[config.mk]
export PLATFORM = sky130hd
export DESIGN_NAME = controle_multiciclo
export DESIGN_NICKNAME = d
export VERILOG_FILES = /design/src/rtl/controle_multiciclo.sv
export SDC_FILE = /design/constraint.sdc
export NUM_CORES = 1
export LEC_CHECK = 0
export BUFFER_PORTS_ARGS = -buffer_cell sky130_fd_sc_hd__buf_2
export CAP_MARGIN = 20
export CORE_ASPECT_RATIO = 0.8
export CORE_MARGIN = 2
export CORE_UTILIZATION = 25
export DETAILED_ROUTE_END_ITERATION = 8
export GPL_ROUTABILITY_DRIVEN = 0
export PLACE_DENSITY_LB_ADDON = 0.3
export SYNTH_ARGS = -nofsm -noshare
export SYNTH_HDL_FRONTEND = slang
export SYNTH_SLANG_ARGS = --single-unit
[constraint.sdc]
create_clock -name clock -period 1.9 [get_ports clock]
set_clock_uncertainty 0.1 [all_clocks]
set_input_delay 0.38 -clock clock [delete_from_list [all_inputs] [get_ports clock]]
set_output_delay 0.38 -clock clock [all_outputs]
set_load 0.005 [all_outputs]
[src/rtl/controle_multiciclo.sv]
// Multicycle processor control unit: fetch/decode/execute/memory/writeback FSM.
// Control strobes are decoded from the current state, the latched opcode, zero and mem_ready.
module controle_multiciclo #(
  parameter int unsigned OPW = 3
) (
  input  logic           clock,
  input  logic           reset_n,
  input  logic           start,
  input  logic [OPW-1:0] opcode,
  input  logic           zero,
  input  logic           mem_ready,
  output logic           EscIR,
  output logic           EscPC,
  output logic [1:0]     PCFonte,
  output logic           IouD,
  output logic           LerMEM,
  output logic           EscMEM,
  output logic           EscReg,
  output logic           RegFonte,
  output logic           FonteEscReg,
  output logic [1:0]     ULAOp,
  output logic [1:0]     ULAFonte,
  output logic [2:0]     estado,
  output logic           busy,
  output logic           halted,
  output logic [15:0]    instr_count
);

  localparam int unsigned CNT_W = 16;

  localparam logic [OPW-1:0] OP_ADD   = OPW'(3'b000);
  localparam logic [OPW-1:0] OP_COPY  = OPW'(3'b001);
  localparam logic [OPW-1:0] OP_READ  = OPW'(3'b010);
  localparam logic [OPW-1:0] OP_WRITE = OPW'(3'b011);
  localparam logic [OPW-1:0] OP_BEQZ  = OPW'(3'b100);
  localparam logic [OPW-1:0] OP_JUMP  = OPW'(3'b101);
  localparam logic [OPW-1:0] OP_ADDI  = OPW'(3'b110);
  localparam logic [OPW-1:0] OP_STOP  = OPW'(3'b111);

  typedef enum logic [2:0] {
    IDLE  = 3'd0,
    BUSCA = 3'd1,
    DECOD = 3'd2,
    EXEC  = 3'd3,
    MEM   = 3'd4,
    ESCR  = 3'd5,
    HALT  = 3'd6
  } state_e;

  state_e           state_q, state_d;
  logic [OPW-1:0]   op_q;
  logic [CNT_W-1:0] cnt_q;

  // State, opcode latch and saturating decoded-instruction counter
  always_ff @(posedge clock or negedge reset_n) begin
    if (!reset_n) begin
      state_q <= IDLE;
      op_q    <= '0;
      cnt_q   <= '0;
    end else begin
      state_q <= state_d;
      if (state_q == DECOD) begin
        op_q <= opcode;
        if (cnt_q != {CNT_W{1'b1}}) cnt_q <= cnt_q + CNT_W'(1);
      end
    end
  end

  // Next-state logic
  always_comb begin
    state_d = state_q;
    case (state_q)
      IDLE:  if (start) state_d = BUSCA;
      BUSCA: if (mem_ready) state_d = DECOD;
      DECOD: begin
        if (opcode == OP_STOP)      state_d = HALT;
        else if (opcode == OP_JUMP) state_d = BUSCA;
        else                        state_d = EXEC;
      end
      EXEC: begin
        case (op_q)
          OP_ADD, OP_COPY, OP_ADDI: state_d = ESCR;
          OP_READ, OP_WRITE:        state_d = MEM;
          default:                  state_d = BUSCA;
        endcase
      end
      MEM: if (mem_ready) state_d = (op_q == OP_READ) ? ESCR : BUSCA;
      ESCR:  state_d = BUSCA;
      HALT:  state_d = HALT;
      default: state_d = IDLE;
    endcase
  end

  // Control strobes; the JUMP PC load in DECOD uses the freshly loaded IR field
  always_comb begin
    EscIR       = 1'b0;
    EscPC       = 1'b0;
    PCFonte     = 2'b00;
    IouD        = 1'b0;
    LerMEM      = 1'b0;
    EscMEM      = 1'b0;
    EscReg      = 1'b0;
    RegFonte    = 1'b0;
    FonteEscReg = 1'b0;
    ULAOp       = 2'b00;
    ULAFonte    = 2'b10;
    case (state_q)
      BUSCA: begin
        LerMEM = 1'b1;
        if (mem_ready) begin
          EscIR = 1'b1;
          EscPC = 1'b1;
        end
      end
      DECOD: begin
        if (opcode == OP_JUMP) begin
          EscPC   = 1'b1;
          PCFonte = 2'b10;
        end
      end
      EXEC: begin
        if (op_q == OP_BEQZ && zero) begin
          EscPC   = 1'b1;
          PCFonte = 2'b01;
        end
      end
      MEM: begin
        IouD   = 1'b1;
        LerMEM = (op_q == OP_READ);
        EscMEM = (op_q == OP_WRITE);
      end
      ESCR: begin
        EscReg      = 1'b1;
        RegFonte    = (op_q == OP_READ);
        FonteEscReg = (op_q == OP_ADDI);
      end
      default: ;
    endcase
    if (state_q == EXEC || state_q == MEM || state_q == ESCR) begin
      case (op_q)
        OP_COPY:           ULAFonte = 2'b01;
        OP_READ, OP_WRITE,
        OP_ADDI:           ULAFonte = 2'b00;
        OP_BEQZ: begin
          ULAOp    = 2'b01;
          ULAFonte = 2'b01;
        end
        default:           ULAFonte = 2'b10;
      endcase
    end
  end

  assign estado      = state_q;
  assign busy        = (state_q != IDLE) && (state_q != HALT);
  assign halted      = (state_q == HALT);
  assign instr_count = cnt_q;

endmodule
* Word-level counts from Yosys, hierarchy flattened
Index checks and enable logic that the tools add are counted. Widths: inputs -> output; s select.
Operators by class: reduce and logical (&&, ||, !) cells 13, add/subtract/negate cells 1, multiplexer cells 26, eq/ne operators 18
Operators by type and width (count):
- $eq 3x3->1 const B | 7
- $pmux 3 s7 | 1
- $add 16x1->16 const B | 1
- $ne 16x16->1 const B | 1
- $mux 3 | 5
- $eq 3x2->1 const B | 4
- $mux 1 | 12
- $pmux 2 s2 | 2
- $eq 3x1->1 const B | 2
- $logic_not 3->1 | 2
- $mux 2 | 3
- $ne 2x2->1 const B | 3
- $pmux 3 s2 | 1
- $reduce_or 3->1 | 2
- $reduce_or 2->1 | 2
- $ne 3x3->1 const B | 1
- $pmux 1 s3 | 1
- $reduce_and 3->1 | 1
- $reduce_bool 3->1 | 1
- $logic_and 1x1->1 | 2
- $logic_or 1x1->1 | 2
- $pmux 1 s2 | 1
- $reduce_and 2->1 | 1
Word-level totals: flip-flop bits (word level) 22, input bits 8, logic and storage cells 61, output and inout bits 35

* Depth between registers and ports, before layout
Gate-level depths: netlist of the first run.
word-level depth 4, gate-level depth with buffers 6, gate-level depth less buffers 5

* Worst setup path before layout of the first run
OpenSTA, ideal clock, no wires.
path type reg2reg, from register cnt_q[0] (netlist: instr_count[0]), to register cnt_q[1] (netlist: instr_count[1]), data arrival time 1.650 ns, data required time 1.675 ns, library setup time 0.125 ns, period minus slack after synthesis 1.875 ns, path slack 0.025 ns, path buffers 1, stages on the path, launching flop included 7, path through dfrtp_1 ha_1 and3_1 and4b_1 buf_4 nor2_1 mux2_2
Between the ends: cells in the longest elaborated chain, start to end 2, elaborated cells between the ends (all ways) 3, those cells by class add/sub: 1; eq/ne: 1; reduce/logical: 1
RTL lines:
- from (decl) | line 52 | logic [CNT_W-1:0] cnt_q;
- from (signal assigned) | line 64 | if (cnt_q != {CNT_W{1'b1}}) cnt_q <= cnt_q + CNT_W'(1);
- parallel branches: the longest is 2 deep, another holds $add 16x1->16
Parallel ways; which one is timed is not known. A chain may end at the register's enable or synchronous reset.

* Final worst setup path of the first run
from register state_q[1] (netlist: estado[1]), to output port busy
Between the ends: cells in the longest elaborated chain, start to end 2, elaborated cells between the ends (all ways) 3, those cells by class eq/ne: 1; reduce/logical: 2
RTL lines:
- from (decl) | line 50 | state_e state_q, state_d;
- from (signal assigned) | line 61 | state_q <= state_d;
- $ne 3x3->1 / $reduce_bool 3->1 (equally long branches) | line 154 | assign busy = (state_q != IDLE) && (state_q != HALT);
- $logic_and 1x1->1 (*) | line 154
- to (decl) | line 24 | output logic busy,
Mark *: on every way between the ends. The rest lies on a longest branch, timed or not.

==> results of run 1 <==
## flip-flops by register name (all words and copies together) (netlist names)
name / flops
op_q: 3
instr_count: 16
estado: 3
## where the power goes
group	total (mW)	internal, mW	leakage (nW)	switching (mW)
clock network	0.325	0.184	0.0288	0.141
registers	0.706	0.580	0.286	0.126
logic	1.01	0.530	0.592	0.477
total	2.04	1.29	0.907	0.744
## cell families (layout without fill, tap and decap cells)
family	count (synthesis)	after routing
simple gates	63	63
other cells	1	1
flops	22	22
xor+xnor	15	15
compound gates	19	19
buf+inv	10	67
fa+ha+maj	1	1
mux	4	4
## worst register-to-register path, stage by stage (launching register included)
cell and delay, ns:
dfrtp_2 0.42, or3b_4 0.45, buf_4 0.17, nor2_1 0.19, mux2_2 0.35
## layout make-up
type	count	area, sq um	area share (%)
well taps	62	77.6	4.21
repair buffers	61	363	19.7
inverters	2	7.51	0.407
clock buffers	4	55.1	2.99
multi-input cells	103	786	42.6
flip-flops and latches	22	554	30.1
## metrics by stage
| step | hold slack, ns | std cells | area (sq um) |
|---|---|---|---|
| 3_3_place_gp | 0.285 | 243 | 1670 |
| 2_1_floorplan | -0.0156 | 135 | 1340 |
| 3_5_place_dp | 0.280 | 243 | 1670 |
| 6_report | 0.286 | 254 | 1840 |
| 5_1_grt | 0.284 | 254 | 1840 |
| 4_1_cts | 0.276 | 249 | 1770 |
## layout by cell type, fill, tap and decap left out, drive strengths merged, types with 2 or more instances in the layout
cell | synthesis | final
a21oi | 5 | 5
and2 | 3 | 3
and3 | 6 | 6
and4 | 2 | 2
buf | 5 | 60
clkbuf | 3 | 4
dfrtp | 22 | 22
inv | 2 | 2
mux2 | 4 | 4
nand2 | 4 | 4
nand2b | 4 | 4
nand3 | 7 | 7
nand4 | 6 | 6
nor2 | 7 | 7
nor2b | 6 | 6
nor3 | 6 | 6
nor3b | 3 | 3
nor4 | 2 | 2
o21ai | 8 | 8
xnor2 | 7 | 7
xor2 | 8 | 8
## metal layers
layer | up-vias | GRT usage [%] | wire length (microns)
met5 | - | 0 | 0
met4 | 0 | 2.65 | 37
met3 | 2 | 1.90 | 79
met2 | 18 | 15.4 | 1500
met1 | 595 | 15.0 | 1580
li1 | 594 | - | -
## worst min path at each step
stage | start | end | slack (ns) | cells after the start
floorplan | reset_n | estado[0] | -0.02 | 0
global placement | reset_n | instr_count[14] | 0.28 | 1
detailed placement | reset_n | instr_count[12] | 0.28 | 1
CTS | opcode[0] | op_q[0] | 0.28 | 2
global route | opcode[0] | op_q[0] | 0.28 | 2
finish | opcode[0] | op_q[0] | 0.29 | 2
## what timing repair did
action / in CTS / in global routing
gates resized for setup: 8 / 9
pin swaps: 0 / 2
gates cloned: 0 / 1
hold endpoints to repair: 22 / 0
hold buffers: 1 / 0
setup endpoints to repair: 8 / 9
setup buffers: 1 / 4
==> run_results.csv, run 1 <==
group,metric,value,unit
outcome,outcome,"completed",
drt,wl_per_cell,12.6,microns
placement,place.port_buffers,41,
synth,synth_compound_area_share,8.42,%
clock_network,cts.path.max_buffers,2,
cells_and_area,layout.nets,202,
critical_path,endpoint,"busy",
cells_and_area,diodes,0,
synth,yosys.area_share.xor_xnor,10.4,%
critical_path,worst_path_max_delay_cell,"dfrtp_2",
clock_network,clock_latency,0.26,ns
critical_path,crit_cells,4,
synth,synth.area.mux_share,3.37,%
synth,synth_top_family_by_area,"simple AND/OR/NAND/NOR gates",
critical_path,startpoint_type,"register",
global_route,grt_first_pass_wirelength,5.02,mm
synth,syn_area,1340,sq um
critical_path,critical_path.startpoint,"estado[1]",
critical_path,crit_fanout,6,
clock_network,clock-sinks,22,
critical_path,crit_arrival,1.39,ns
timing,fmax,0.534,GHz
placement,dp_hpwl,2.35,mm
cells_and_area,finalCoreUtilization,36.2,%
die,dieWidth,85.8,microns
synth,synth_top_area_share,41.2,%
placement,pre_cts_ws,0.0511,ns
critical_path,crit_required,1.42,ns
clock_network,clockRootBuffer,"clkbuf_8",
timing,hold_viol,0,
synth,synth-edff-count,0,
synth,syn_avg_cell_area,9.91,sq um
clock_network,clk_pin_slew,0.08,ns
drt,routed_wl,3.19,mm
drt,first_iter_violations,119,
synth,synth_top_area_cell,"dfrtp_1",
drt,vias,1209,
clock_network,cts_inserted_buffers,3,
critical_path,rr_worst_depth,4,
die,die_h,69.4,microns
clock_network,cts_tree,"built",
drt,drc,0,
synth,ys_ff_latch,22,
die,start_util,26.3,%
critical_path,reg2reg_to,"instr_count[1]",
synth,ys_top_cells_by_count,"22 x dfrtp_1, 8 x o21ai_0",
synth,synthCells,135,
critical_path,r2r_start,"estado[1]",
timing,fin_crit,1.87,ns
critical_path,cp.buffers_inverters,2,
synth,synthFlopType,"dfrtp_1",
synth,ys_seq_area_share,41.2,%
synth,synthAdderAreaFrac,0.935,%
critical_path,setup.worst_path.end_class,"primary output",
synth,yosysMostFrequentCell,"dfrtp_1",
global_route,grt_max_degree,23,
global_route,grt_usage,10.2,%
die,ioPinCount,43,
drt,drt-pass1-iter-count,4,
global_route,grt-ovfl-total,0,
power,ir_drop,0.000363,V
drt,detail_route.vias_per_cell,4.76,
min_path,hold_path.class,"primary input to register",
synth,synthSimpleGateAreaFrac,31.3,%
cells_and_area,area_growth,37.8,%
cells_and_area,drive_gt1_share,45.3,%
critical_path,crit_family,"flip-flops",
critical_path,path_cells,"buf_6 -> nor2b_1 -> or3_1 -> buf_2",
die,dieArea,5950,sq um
synth,async_flop_share,100,%
timing,finalCritPeriodShare,98.6,%
power,p_leak,0.907,nW
synth,synth_warnings,0,
die,core,5090,sq um
power,power.total,2.04,mW
timing,tns,0,ns
power,pwr_density_cell,1110,nW/um^2
critical_path,crit_type,"register to primary output",
drt,antenna_left,0,
synth,synth.area.top_cells,"dfrtp_1 41%, xnor2_1 4.6%, xor2_1 4.6%",
global_route,antenna_found_initial,0,
timing,fin_ws,0.0267,ns
critical_path,slowest_delay,0.45,ns
global_route,grt_pass1_vias,1038,
timing,slew_violations,0,
synth,yosys.cell_types.count,40,
clock_network,htreeDepth,1,
cells_and_area,fillers,511,
die,rows,23,
synth,syn-num-nets,144,
flow_run,drv_cap,0,
critical_path,r2r_slack,0.10,ns
timing,finalSetupViolCount,0,
timing,rsz0062_at_grt,"true",
No activity file was read; power rests on OpenSTA's default activity.
==> inputs of run 2 (changes only) <==
--- a/config.mk
+++ b/config.mk
@@ -12,6 +12,7 @@
 export CORE_UTILIZATION = 25
 export DETAILED_ROUTE_END_ITERATION = 8
 export GPL_ROUTABILITY_DRIVEN = 0
+export HOLD_SLACK_MARGIN = 0.12
 export PLACE_DENSITY_LB_ADDON = 0.3
 export SYNTH_ARGS = -nofsm -noshare
 export SYNTH_HDL_FRONTEND = slang
==> constraint.sdc (replaced) <==
create_clock -name clock -period 1.6 [get_ports clock]
set_clock_uncertainty 0.1 [all_clocks]
set_input_delay 0.32 -clock clock [delete_from_list [all_inputs] [get_ports clock]]
set_output_delay 0.32 -clock clock [all_outputs]
set_load 0.005 [all_outputs]
==> run 2 against run 1 <==
The flow now finishes with violations (setup timing). Critical path type unchanged. Critical path depth increased by 3. Largest cell class unchanged. Total power increased by 55%. Sequential power increased by 12%. Routed wire length increased by 24%.
==> run_results.csv, run 2 (synthesized netlist as in run 1, its figures left out) <==
group,metric,value,unit
placement,pre_cts_ws,-0.141,ns
placement,dp_hpwl,2.63,mm
global_route,grt_pass1_vias,1336,
global_route,grt_first_pass_wirelength,6.30,mm
clock_network,clock-sinks,22,
critical_path,crit_arrival,1.52,ns
timing,slew_violations,0,
die,ioPinCount,43,
timing,finalCritPeriodShare,121,%
outcome,violations,"setup timing",
cells_and_area,final_common_cell,"buf_2",
drt,drc,0,
critical_path,r2r_slack,-0.15,ns
timing,hold_viol,0,
cells_and_area,drive_gt1_share,65.2,%
die,die_h,69.4,microns
clock_network,clockRootBuffer,"clkbuf_8",
drt,vias,1379,
critical_path,crit_fanout,5,
critical_path,crit_type,"register to primary output",
global_route,grt_max_degree,23,
cells_and_area,final_cells,292,
global_route,grt-ovfl-total,0,
flow_run,drv_cap,0,
critical_path,crit_required,1.18,ns
drt,drt-pass1-iter-count,6,
outcome,outcome,"complete, but fails checks",
power,pwr_density_cell,1290,nW/um^2
global_route,antenna_found_initial,0,
placement,place.port_buffers,41,
die,dieArea,5950,sq um
drt,first_iter_violations,69,
timing,fmax,0.515,GHz
drt,antenna_left,0,
die,dieWidth,85.8,microns
critical_path,startpoint_type,"register",
cells_and_area,layout.nets,241,
timing,rsz0062_at_grt,"true",
power,p_leak,1.19,nW
critical_path,setup.worst_path.end_class,"primary output",
timing,tns,-4.62,ns
timing,fin_crit,1.94,ns
critical_path,reg2reg_to,"instr_count[1]",
global_route,grt_usage,13.0,%
die,core,5090,sq um
min_path,hold_path.class,"primary input to register",
critical_path,rr_worst_depth,6,
clock_network,cts_inserted_buffers,3,
cells_and_area,diodes,0,
cells_and_area,area_growth,82.3,%
drt,routed_wl,3.96,mm
clock_network,cts_tree,"built",
min_path,min_from,"opcode[1]",
placement,placed_cells,268,
min_path,min_path_cells,2,
cells_and_area,layout_common_cells,"37 x buf_2, 34 x buf_4, 24 x buf_6",
drt,wl_per_cell,13.5,microns
min_path,min_to,"op_q[1]",
die,rows,23,
clock_network,clock_latency,0.26,ns
power,ir_drop,0.000573,V
clock_network,cts.path.max_buffers,2,
cells_and_area,fillers,439,
timing,fin_ws,-0.344,ns
timing,finalSetupViolCount,34,
cells_and_area,largest_reg_flops,16,
clock_network,htreeDepth,1,
drt,detail_route.vias_per_cell,4.72,
die,start_util,26.3,%
clock_network,clk_pin_slew,0.07,ns
critical_path,r2r_start,"instr_count[1]",
==> run 2: cell count changes in the layout (fill, tap and decap cells not counted), moves of 4 or more <==
| cell | change |
|---|---|
| nor3_4 | +4 |
| nor2_1 | -5 |
| buf_6 | +22 |
| buf_2 | -5 |
| buf_4 | +18 |
| nor3_1 | -5 |
==> run 2: timing repair <==
item	4_1_cts	5_1_grt
endpoints found under the hold margin	22	0
pin swaps	28	22
buffers inserted	11	10
gates cloned	1	0
setup endpoints to repair	31	34
hold buffers	1	0
resized for setup	51	29
==> run 2: worst max-delay path by stage <==
stage,from,to,slack [ns],cells past startpoint
2_1_floorplan,instr_count[0],instr_count[1],-0.12,6
3_3_place_gp,estado[2],PCFonte[1],-0.12,4
3_5_place_dp,estado[2],FonteEscReg,-0.14,5
4_1_cts,estado[1],busy,-0.27,5
5_1_grt,estado[2],FonteEscReg,-0.39,5
6_report,estado[1],EscIR,-0.34,7
==> run 2: power breakdown <==
group,leakage [nW],switching [mW],total (mW),internal [mW]
Combinational,0.882,0.882,2.03,1.14
Clock,0.0216,0.165,0.332,0.168
Sequential,0.289,0.110,0.792,0.682
Total,1.19,1.16,3.15,1.99
==> run 2: area by class of cell <==
type | count | area, sq um | share of cell area, %
Multi-Input combinational cell | 103 | 976 | 40.0
Timing Repair Buffer | 100 | 786 | 32.2
Sequential cell | 22 | 551 | 22.6
Tap cell | 62 | 77.6 | 3.18
Clock buffer | 3 | 41.3 | 1.69
Inverter | 2 | 7.51 | 0.308
==> run 2: worst max-delay path, cell delays in order (launching register included) <==
cell and delay, ns:
dfrtp_1 0.40, buf_6 0.14, buf_6 0.12, nand2b_4 0.14, buf_4 0.13, buf_6 0.11, nor2_2 0.10, buf_2 0.13
==> run 2: metal layers <==
metal	wire (microns)	vias to the layer above	part of all wire (%)	global-route usage, %
li1	-	680	-	-
met1	1930	681	49	19.0
met2	1920	14	49	20.4
met3	65	4	1.6	2.14
met4	40	0	1.0	2.12
met5	0	-	0	0
==> run 2: per-stage QoR <==
| step | power [mW] | hold WS, ns | utilization [%] | area, sq um |
|---|---|---|---|---|
| 2_1_floorplan | 1.44 | -0.0756 | - | 1360 |
| 3_3_place_gp | 2.05 | 0.216 | 36.8 | 1870 |
| 3_5_place_dp | 2.05 | 0.214 | 36.8 | 1870 |
| 4_1_cts | 2.84 | 0.231 | 44.0 | 2240 |
| 5_1_grt | 3.35 | 0.233 | 47.9 | 2440 |
| 6_report | 3.15 | 0.234 | 47.9 | 2440 |
